File: src/rtl/nibble_serial_adder_ctrl.sv
// Serial WIDTH-bit adder: one nibble per cycle through a single 4-bit CLA slice, valid/ready on both sides.
// Define NIBBLE_ADD_SUB_EN to enable subtraction through the sub input.
module nibble_serial_adder_ctrl #(
  parameter int WIDTH = 32
) (
  input  logic             clk,
  input  logic             rst,
  input  logic             in_valid,
  output logic             in_ready,
  input  logic [WIDTH-1:0] a,
  input  logic [WIDTH-1:0] b,
  input  logic             cin,
  input  logic             sub,
  output logic             out_valid,
  input  logic             out_ready,
  output logic [WIDTH-1:0] sum,
  output logic             cout,
  output logic             ovf,
  output logic             zero
);

  localparam int NIB  = WIDTH / 4;
  localparam int IDXW = (NIB > 1) ? $clog2(NIB) : 1;
  localparam logic [IDXW-1:0] LAST = IDXW'(NIB - 1);

  typedef enum logic [1:0] {IDLE, RUN, DONE} state_t;

  state_t           state, state_nxt;
  logic [WIDTH-1:0] opa, opb, b_eff, sum_nxt;
  logic [IDXW-1:0]  idx;
  logic [IDXW+1:0]  sh;
  logic             carry, carry_init, carry_nxt, last;
  logic [3:0]       na, nb, p, g, c, ss;
  logic             grp_p, grp_g;

`ifdef NIBBLE_ADD_SUB_EN
  assign b_eff      = sub ? ~b : b;
  assign carry_init = sub ? 1'b1 : cin;
`else
  logic unused_sub;
  assign unused_sub = sub;
  assign b_eff      = b;
  assign carry_init = cin;
`endif

  assign sh   = {idx, 2'b00};
  assign na   = 4'(opa >> sh);
  assign nb   = 4'(opb >> sh);
  assign last = (idx == LAST);

  // 4-bit carry-lookahead slice with group propagate/generate
  assign p    = na ^ nb;
  assign g    = na & nb;
  assign c[0] = carry;
  assign c[1] = g[0] | (p[0] & carry);
  assign c[2] = g[1] | (p[1] & g[0]) | (p[1] & p[0] & carry);
  assign c[3] = g[2] | (p[2] & g[1]) | (p[2] & p[1] & g[0]) | (p[2] & p[1] & p[0] & carry);
  assign ss   = p ^ c;
  assign grp_p = &p;
  assign grp_g = g[3] | (p[3] & g[2]) | (p[3] & p[2] & g[1]) | (p[3] & p[2] & p[1] & g[0]);
  assign carry_nxt = grp_g | (grp_p & carry);

  assign sum_nxt = (sum & ~(WIDTH'(4'hF) << sh)) | (WIDTH'(ss) << sh);

  assign in_ready  = (state == IDLE);
  assign out_valid = (state == DONE);

  always_ff @(posedge clk or posedge rst) begin
    if (rst) state <= IDLE;
    else     state <= state_nxt;
  end

  always_comb begin
    state_nxt = state;
    case (state)
      IDLE:    if (in_valid) state_nxt = RUN;
      RUN:     if (last) state_nxt = DONE;
      DONE:    if (out_ready) state_nxt = IDLE;
      default: state_nxt = IDLE;
    endcase
  end

  // Operands are latched at accept; flags update only on the final nibble so DONE holds them stable
  always_ff @(posedge clk or posedge rst) begin
    if (rst) begin
      opa   <= '0;
      opb   <= '0;
      sum   <= '0;
      cout  <= 1'b0;
      ovf   <= 1'b0;
      zero  <= 1'b0;
      idx   <= '0;
      carry <= 1'b0;
    end else begin
      case (state)
        IDLE: begin
          if (in_valid) begin
            opa   <= a;
            opb   <= b_eff;
            carry <= carry_init;
            idx   <= '0;
          end
        end
        RUN: begin
          sum   <= sum_nxt;
          carry <= carry_nxt;
          idx   <= idx + IDXW'(1);
          if (last) begin
            cout <= carry_nxt;
            ovf  <= (opa[WIDTH-1] == opb[WIDTH-1]) & (ss[3] != opa[WIDTH-1]);
            zero <= (sum_nxt == '0);
          end
        end
        default: ;
      endcase
    end
  end

endmodule

File: config.mk
export PLATFORM = sky130hd
export DESIGN_NAME = nibble_serial_adder_ctrl
export DESIGN_NICKNAME = d
export VERILOG_FILES = /design/src/rtl/nibble_serial_adder_ctrl.sv
export SDC_FILE = /design/constraint.sdc
export NUM_CORES = 1
export LEC_CHECK = 0
export ABC_AREA = 1
export BUFFER_PORTS_ARGS = -buffer_cell sky130_fd_sc_hd__buf_2
export CELL_PAD_IN_SITES_DETAIL_PLACEMENT = 1
export CELL_PAD_IN_SITES_GLOBAL_PLACEMENT = 1
export CORE_ASPECT_RATIO = 0.9
export CORE_MARGIN = 1.5
export CORE_UTILIZATION = 37
export DETAILED_ROUTE_END_ITERATION = 6
export MAX_ROUTING_LAYER = met4
export PLACE_DENSITY_LB_ADDON = 0.1
export SLEW_MARGIN = 20
export SYNTH_ARGS = -nofsm -noshare
export SYNTH_HDL_FRONTEND = slang
export SYNTH_SLANG_ARGS = --single-unit
File: constraint.sdc
create_clock -name clk -period 2.75 [get_ports clk]
set_input_delay 0.1375 -clock clk [delete_from_list [all_inputs] [get_ports clk]]
set_output_delay 0.1375 -clock clk [all_outputs]
set_load 0.02 [all_outputs]
Word level (Yosys, flattened, before mapping)
Cells that the tools add are included.
- register bits after elaboration: 105
- input port bits: 70
- output and inout bits: 37
- logic and storage cells: 70
- $add $sub $neg: 1
- equality and inequality tests: 8
- shift operators: 4
- mux-type cells: 8
- bitwise gates (word level): 32
- reduce and logical (&&, ||, !) cells: 8
- operator list (cell ; count):
    32-bit by 5-bit >> shifter with 4-bit output ; 2
    32-bit bitwise AND ; 1
    32-bit logical NOT ; 1
    32-bit NOT ; 1
    32-bit bitwise OR ; 1
    4-bit by 5-bit << shifter with 32-bit output ; 1
    4-bit by 5-bit << shifter with 32-bit output, first input constant ; 1
    1-bit bitwise AND ; 16
    1-bit bitwise OR ; 10
    4-bit bitwise XOR ; 2
    2-bit two-way mux ; 3
    2-bit one-hot mux with 3 select lines ; 1
    3-bit one-hot mux with 2 select lines ; 1
    2-bit AND reduction ; 3
    4-bit bitwise AND ; 1
    2-bit != test, second input constant ; 2
    4-bit AND reduction ; 1
    3-bit by 1-bit adder with 3-bit output, second input constant ; 1
    3-bit equality test, second input constant ; 1
    3-bit two-way mux ; 1
    3-bit AND reduction ; 1
    2-bit by 1-bit equality test with 1-bit output, second input constant ; 1
    2-bit equality test, second input constant ; 1
    2-bit logical NOT ; 1
    6 further kinds ; 6

Logic depth before layout (Yosys ltp)
Gate-level depths: netlist of the first run.
- word-level depth: 10
- depth in mapped cells: 22
- mapped depth without buffers: 19

Worst setup path after synthesis of the first run
Ideal clock, no wire load.
- path kind: register to register
- from: register idx[0]
- to: register zero
- library setup time: 65 ps
- arrival: 2830 ps
- data required time: 2685 ps
- setup slack: -145 ps
- cell stages (with the launch flop): 22
- path buffers: 4
- period minus slack after synthesis: 2895 ps
- cell sequence: dfrtp_1 buf_2 inv_2 buf_4 buf_2 nor2_1 o22ai_1 nor2_1 a31oi_1 fa_1 clkbuf_1 nand3_1 o21ai_1 nor2_1 nand2_1 nor2_1 nand2_1 nor2_1 nand3_1 nor2_1 nand3_1 nand2_1
- cells in the longest elaborated chain, start to end: 10
- elaborated cells between the ends (all ways): 28
- classes of those cells: eq/ne (1); shift (4); bitwise (21); reduce/logical (2)
- ends and longest elaborated chain (item ; RTL line ; RTL):
    from (decl) ; 30 ; logic [IDXW-1:0] idx;
    from (signal assigned) ; 107 ; idx <= idx + IDXW'(1);
    32-bit by 5-bit >> shifter with 4-bit output, on equally long branches ; 47, 48 ;
    4-bit bitwise XOR or 4-bit bitwise AND (tied branches) ; 52, 53 ;
    1-bit bitwise AND ; 57 ; assign c[3] = g[2] | (p[2] & g[1]) | (p[2] & p[1] & g[0]) | (p[2] & p[1] & p[0] & carry);
    1-bit bitwise OR or 1-bit bitwise AND (tied branches) (2 in series) ; 57 ;
    1-bit bitwise OR ; 57 ;
    4-bit bitwise XOR ; 58 ; assign ss = p ^ c;
    4-bit by 5-bit << shifter with 32-bit output ; 63 ; assign sum_nxt = (sum & ~(WIDTH'(4'hF) << sh)) | (WIDTH'(ss) << sh);
    32-bit bitwise OR ; 63 ;
    32-bit logical NOT ; 111 ; zero <= (sum_nxt == '0);
    to (signal assigned) ; 111 ;
    to (decl) ; 19 ; output logic zero
Parallel ways exist; a longest one is shown, timed or not.
A chain may end at the register's enable or synchronous reset.

Worst setup path after layout of the first run
Ends and elaborated chain as after synthesis.

==> results by group, run 1 <==
Routing
  – Post-DRT Antenna Nets: 0
  – WL final: 17.02 mm
  – Drc violations: 0
  – Pre-Repair DR Iteration Count: 4
  – Wire per inst: 17.71 um
  – Vias per cell: 5.058
  – 1st-iter DRT viols: 310
  – Total vias in the final route: 4861

Hold path
  – Hold Crit Class: input pin to flop

STA
  – Setup slack after layout: -0.03627 ns
  – Tmin final: 2.786 ns
  – Worst Tran Pin Value: 0.9629 ns
  – Setup Skew: 0.01331 ns
  – Max Fclk: 358.9 MHz
  – Max-Slew Margin vs Limit: 35.81%
  – Fin crit share: 101.3%
  – TNS Setup: -0.04648 ns
  – Final Max Slew Viols: 0
  – RSZ-0062 raised after global routing: true
  – Endpoints failing setup: 2
  – Final hold vios: 0

Critical path
  – Arrival time worst endpoint: 3.08 ns
  – WS Path Type: flop to flop
  – Critical path peak fanout: 7
  – Worst setup EP type: flop
  – CP Launch Type: flop
  – Req. time, crit path: 3.05 ns

Synthesis
  – Post-synth top area cell: dfrtp_1
  – Post-synth EDFFs: 0
  – Async SR Flop Fraction: 100.0%
  – Seq/Total Area, Yosys: 49.31%
  – Synthesized Nets: 686
  – Netlist cell types: 30
  – Top-area cell type share of the netlist area: 49.31%
  – Area contributors post-synth: dfrtp_1, mux2_2, nand2_1
  – Top cells by count, synth: nand2_1, dfrtp_1, nor2_1
  – Post-Syn Area per Cell: 8.823 um2
  – Most frequent cell after synthesis: nand2_1
  – Flops & latches, synth: 105
  – Ys Warns: 0
  – Synth Instances: 604
  – Syn Std Cell Area: 5329 um2
  – Top_reg_cell synth: dfrtp_1

Run
  – MaxCap Viol Count: 0

Global route
  – Overall Global Routing Usage: 24.01%
  – First-pass GRT wire length: 26.79 mm
  – GRT overflow: 0
  – Initial antenna violation count: 0
  – Vias in the first global route: 5081
  – Largest net degree at the start of global routing: 80

Clock network
  – Clock Sinks: 105
  – Worst-Skew Late Latency: 0.36 ns
  – CTS buffer count: 9
  – CTS clk-pin slew, worst paths: 0.07 ns
  – CTS H-Tree Depth: 3
  – Maximum clock path buffer count: 2
  – CTS tree: yes
  – Root buffer cell: clkbuf_16

Floorplanning
  – Initial core utilization: 37.91%
  – Chip Width: 129.5 um
  – Die area: 15130 um2
  – Ports: 107
  – Die Height: 116.9 um
  – FP Rows: 41
  – CORE AREA: 14060 um2

Layout
  – Fraction of layout cells with a size suffix above 1: 36.72%
  – Diode count: 0
  – Final cell count without fillers: 961
  – Filler Cells Inserted: 1690
  – Final #Nets: 845
  – Register area: 2629 um2
  – Multi-input combinational cell area: 2586 um2
  – Area grow syn2layout: 35.36%

Place
  – Placed Cells: 913
  – Place WS: -0.1217 ns
  – Input/output buffers: 105
  – Final GP Congestion: 0.8544
  – Dpl hpwl: 11.42 mm

Outcome
  – Failing checks: negative setup slack
  – Status: complete, but fails checks

Power and ir drop
  – Pwr Density: 1623 nW/um2
  – VDD IR max: 0.0006692 V
  – Lkg Pwr: 0.003459 uW
-- final cells by class --
class	instances	area share, %
flip-flops and latches	105	36.44
repair buffers	184	17.29
well taps	193	3.348
multi-input cells	423	35.85
inverters	40	2.307
clock buffers	10	3.174
clock inverters	6	1.578
-- state kept, by name, summed over array words and instances (netlist names) --
signal,count
carry,1
cout,1
idx,3
opa,32
opb,32
ovf,1
state,2
sum,32
zero,1
-- cell usage in the layout, fill, tap and decap left out, drive strengths merged --
cell,Yosys,final
mux2,49,49
clkinv,0,1
o31ai,1,1
nand4,20,20
a21oi,25,25
o21a,1,1
clkbuf,9,11
a21o,1,1
fa,1,1
bufinv,0,3
clkinvlp,0,3
inv,40,39
a22o,2,2
a31oi,22,22
o21ai,56,56
nand3b,1,1
o211ai,5,5
dfrtp,105,105
o22ai,5,5
buf,27,170
dlygate4sd3,0,13
nor2,83,83
nand2,120,120
ha,11,11
or2,1,1
nand3,19,19
-- cell families after synthesis --
group                    after synthesis  synth area share [%]
multiplexers                          49                 10.35
AND/OR/NAND/NOR                      244                 19.11
AO/OA/AOI/OAI                        118                 12.30
adder cells (fa/ha/maj)               12                 2.958
buffers and inverters                 76                 5.964
flip-flops                           105                 49.31
-- per-stage QoR --
stage | total power, uW | hold WS (ns) | util (%) | cell area (um2)
after floorplan | 6488 | 0.2238 | - | 5359
after global placement | 8431 | 0.3164 | 45.04 | 6331
after detailed placement | 8660 | 0.3296 | 45.04 | 6331
after CTS | 11110 | 0.001170 | 50.23 | 7061
after global routing | 12570 | 0.0007023 | 51.32 | 7213
final | 11710 | 0.01152 | 51.32 | 7213
-- power breakdown --
part / leakage (uW) / switching (uW) / internal, uW
Clock: 0.000159 / 603 / 894
Combinational: 0.00206 / 4230 / 3190
Sequential: 0.00124 / 496 / 2290
Total: 0.00346 / 5330 / 6370
-- worst max-delay path, cell delays in order (launching register included) --
cell	delay (ns)
dfrtp_2	0.39
buf_6	0.14
buf_16	0.13
nor2_1	0.05
nor2_1	0.08
o21ai_0	0.11
a31oi_2	0.25
fa_2	0.58
buf_6	0.17
nand3_1	0.09
o21ai_2	0.07
nor2_1	0.14
nand3_1	0.11
nor2_1	0.10
nand3_1	0.07
nor2_1	0.10
nand3_1	0.07
nand2_1	0.06
-- final timing paths --
path | endpoint | slack, ns | from | cells after the start
max in group asynchronous | idx[0] | 1.50 | rst | 4
min | opb[16] | 0.01 | b[16] | 2
min reg2reg | cout | 0.48 | cout | 2
min in group asynchronous | opb[6] | 0.51 | rst | 4
max | zero | -0.04 | idx[0] | 17
max reg2reg | zero | -0.04 | idx[0] | 17
-- routing by layer --
metal,global-route usage (%),up-vias,part of all wire [%]
met5,-,-,0
met4,5.259,0,0.85
met2,37.80,121,47
met1,32.18,2386,47
li1,-,2342,-
met3,5.045,12,5.1
-- repair_timing --
action | in CTS | in global routing
gates resized for setup | 35 | 49
setup endpoints to repair | 5 | 20
gates cloned | 2 | 1
endpoints found under the hold margin | 51 | 0
hold buffers | 13 | 0
buffers inserted | 16 | 1
pin swaps | 26 | 17
Power figures use the tool's default switching activity.
==> inputs of run 2 (changes only) <==
Settings changed: CORE_UTILIZATION 37 to 39, CTS_BUF_LIST set to sky130_fd_sc_hd__clkbuf_4, GPL_ROUTABILITY_DRIVEN set to 0.
==> results by group, run 2 (synthesis gave the netlist of run 1 again) <==
Critical path
  – Worst setup EP type: flop (unchanged)
  – CP dominant cell by count: nand2_2 (was nor2_1)
  – WS Path Type: flop to flop (unchanged)
  – Critical path's largest stage delay: 0.53 ns (was 0.58 ns)
  – Slowest cell on crit path: dfrtp_2 (was fa_2)
  – Crit-path cells: buf_6, o211ai_1, a31oi_4, buf_4, buf_4, ha_4, nand2_2, nand2_1, nand2_2, nand2_2, nand2_2, nand2_4, nand3_2, o21ai_1, inv_1, nand2_1, nor2_2, nand3_1, nand2_1 (was buf_6, buf_16, nor2_1, nor2_1, o21ai_0, a31oi_2, fa_2, buf_6, nand3_1, o21ai_2, nor2_1, nand3_1, nor2_1, nand3_1, nor2_1, nand3_1, nand2_1)
  – Critical path peak fanout: 8 (was 7)
  – Arrival time worst endpoint: 3.28 ns (was 3.08 ns)
  – CP Launch Type: flop (unchanged)
  – Req. time, crit path: 3.16 ns (was 3.05 ns)

Global route
  – Overall Global Routing Usage: 26.32% (was 24.01%)
  – Initial antenna violation count: 0 (unchanged)
  – Vias in the first global route: 5555 (was 5081)
  – Largest net degree at the start of global routing: 83 (was 80)
  – First-pass GRT wire length: 28.58 mm (was 26.79 mm)
  – GRT overflow: 0 (unchanged)

Place
  – Area post-placement: 6352 um2 (was 6331 um2)
  – Input/output buffers: 105 (unchanged)
  – Dpl hpwl: 11.66 mm (was 11.42 mm)

STA
  – Tmin final: 2.872 ns (was 2.786 ns)
  – Max-Slew Margin vs Limit: 33.23% (was 35.81%)
  – Final hold vios: 0 (unchanged)
  – Setup Skew: 0.007833 ns (was 0.01331 ns)
  – Fin crit share: 104.4% (was 101.3%)
  – WHS: 0.1264 ns (was 0.01152 ns)
  – RSZ-0062 raised after global routing: true (unchanged)
  – Endpoints failing setup: 7 (was 2)
  – TNS Setup: -0.2905 ns (was -0.04648 ns)
  – Worst Tran Pin Value: 1.002 ns (was 0.9629 ns)
  – Final Max Slew Viols: 0 (unchanged)
  – Setup slack after layout: -0.1215 ns (was -0.03627 ns)
  – Max Fclk: 348.2 MHz (was 358.9 MHz)

Outcome
  – Status: complete, but fails checks (unchanged)
  – Failing checks: negative setup slack (unchanged)

Layout
  – Diode count: 0 (unchanged)
  – Most frequent cells in the layout: nand2_1, buf_2, dfrtp_1 (unchanged)
  – Final Cell Area: 7620 um2 (was 7213 um2)
  – Regs by FF count: opa: 32 flops, opb: 32 flops, sum: 32 flops (unchanged)
  – Fraction of layout cells with a size suffix above 1: 35.22% (was 36.72%)
  – Most common cell after layout, fill and taps aside: nand2_1 (unchanged)
  – Area grow syn2layout: 42.99% (was 35.36%)
  – Final #Nets: 906 (was 845)

Clock network
  – Worst-Skew Late Latency: 0.50 ns (was 0.36 ns)
  – Root buffer cell: clkbuf_4 (was clkbuf_16)
  – CTS tree: yes (unchanged)
  – CTS H-Tree Depth: 3 (unchanged)
  – Maximum clock path buffer count: 2 (unchanged)
  – Clock Sinks: 105 (unchanged)
  – CTS clk-pin slew, worst paths: 0.16 ns (was 0.07 ns)
  – CTS buffer count: 9 (unchanged)

Hold path
  – Hold Crit Class: input pin to async pin (was input pin to flop)

Floorplanning
  – Ports: 107 (unchanged)
  – Die Height: 113.9 um (was 116.9 um)
  – FP Rows: 40 (was 41)
  – CORE AREA: 13360 um2 (was 14060 um2)
  – Die area: 14380 um2 (was 15130 um2)
  – Initial core utilization: 39.88% (was 37.91%)
  – Chip Width: 126.2 um (was 129.5 um)

Power and ir drop
  – Pint: 5852 uW (was 6374 uW)
  – Pwr Density: 1474 nW/um2 (was 1623 nW/um2)
  – Net Sw Power: 5378 uW (was 5333 uW)
  – Sw Ratio: 47.89% (was 45.55%)
  – Combinational Power Share: 67.3% (was 63.4%)
  – Lkg Pwr: 0.003624 uW (was 0.003459 uW)
  – Clock network fraction of design power: 7.7% (was 12.8%)
  – Sequential share of power: 25.1% (was 23.8%)
  – VDD IR max: 0.0006473 V (was 0.0006692 V)

Routing
  – Wire per inst: 18.09 um (was 17.71 um)
  – Vias per cell: 5.241 (was 5.058)
  – Pre-Repair DR Iteration Count: 5 (was 4)
  – Post-DRT Antenna Nets: 0 (unchanged)
  – 1st-iter DRT viols: 310 (unchanged)
  – Total vias in the final route: 5225 (was 4861)
  – Drc violations: 0 (unchanged)
  – WL final: 18.04 mm (was 17.02 mm)

Run
  – MaxCap Viol Count: 0 (unchanged)
==> run 2: changes by cell type in the layout (fill, tap and decap cells not counted), moves of 5 or more <==
cell	delta
buf_4	+5
clkbuf_16	-9
clkbuf_4	+12
dlygate4sd3_1	+55
==> run 2: cell type report <==
cell class / instances / area [um2]
Clock buffer: 12 / 90.09
Clock inverter: 4 / 52.55
Fill cell: 1553 / 5743
Inverter: 40 / 161.4
Multi-Input combinational cell: 423 / 2660
Sequential cell: 105 / 2630
Tap cell: 168 / 210.2
Timing Repair Buffer: 244 / 1812
Timing Repair inverter: 1 / 3.754
==> run 2: power groups by stage <==
stage | sequential (uW) | combinational (uW) | clock [uW]
finish | 2810 | 7560 | 859
global route | 2900 | 8240 | 928
CTS | 2780 | 6510 | 877
detailed placement | 2810 | 5970 | 0
global placement | 2770 | 5770 | 0
floorplan | 2880 | 3610 | 0
==> run 2: worst max-delay path: cells and delay by family (launching register included) <==
| kind | cells | cell delay [ns] |
|---|---|---|
| AOI/OAI and AO/OA | 3 | 0.62 |
| adders and majority gates | 1 | 0.26 |
| buffers and inverters | 4 | 0.53 |
| DFF | 1 | 0.53 |
| and+or+nand+nor | 11 | 0.83 |
==> run 2: metal layers <==
layer | part of all wire, % | track usage [%] | wire length [um] | vias up
met1 | 46 | 34.10 | 8251 | 2617
met3 | 4.3 | 4.315 | 773 | 9
met4 | 0.66 | 4.981 | 119 | 0
met2 | 49 | 44.29 | 8895 | 119
li1 | - | - | - | 2480
met5 | 0 | - | 0 | -
==> run 2: repair_timing <==
item	4_1_cts	5_1_grt
gates resized for setup	32	57
pin swaps	16	23
endpoints found under the setup margin	15	22
hold buffers	68	0
setup buffers	11	6
cloned	1	1
endpoints found under the hold margin	171	0
==> run 2: path summary, 6_finish.rpt <==
| check | start | endpoint | slack (ns) | cells after the start |
|---|---|---|---|---|
| min in group clk | out_ready | state[1] | 0.35 | 3 |
| setup reg to reg | idx[0] | zero | -0.12 | 19 |
| hold / removal | rst | opb[23] | 0.13 | 3 |
| hold reg to reg | ovf | ovf | 0.50 | 2 |
| setup / recovery | idx[0] | zero | -0.12 | 19 |
| max in group asynchronous | rst | opa[14] | 1.94 | 4 |
==> run 2: through the flow <==
step | setup slack, ns | instances | power [uW] | utilization [%]
global route | -0.3161 | 997 | 12070 | 57.02
detailed placement | -0.2128 | 895 | 8777 | 47.54
CTS | 0.001403 | 990 | 10170 | 54.96
floorplan | 0.006680 | 604 | 6488 | -
global placement | -0.2037 | 895 | 8539 | 47.54
finish | -0.1215 | 997 | 11230 | 57.02
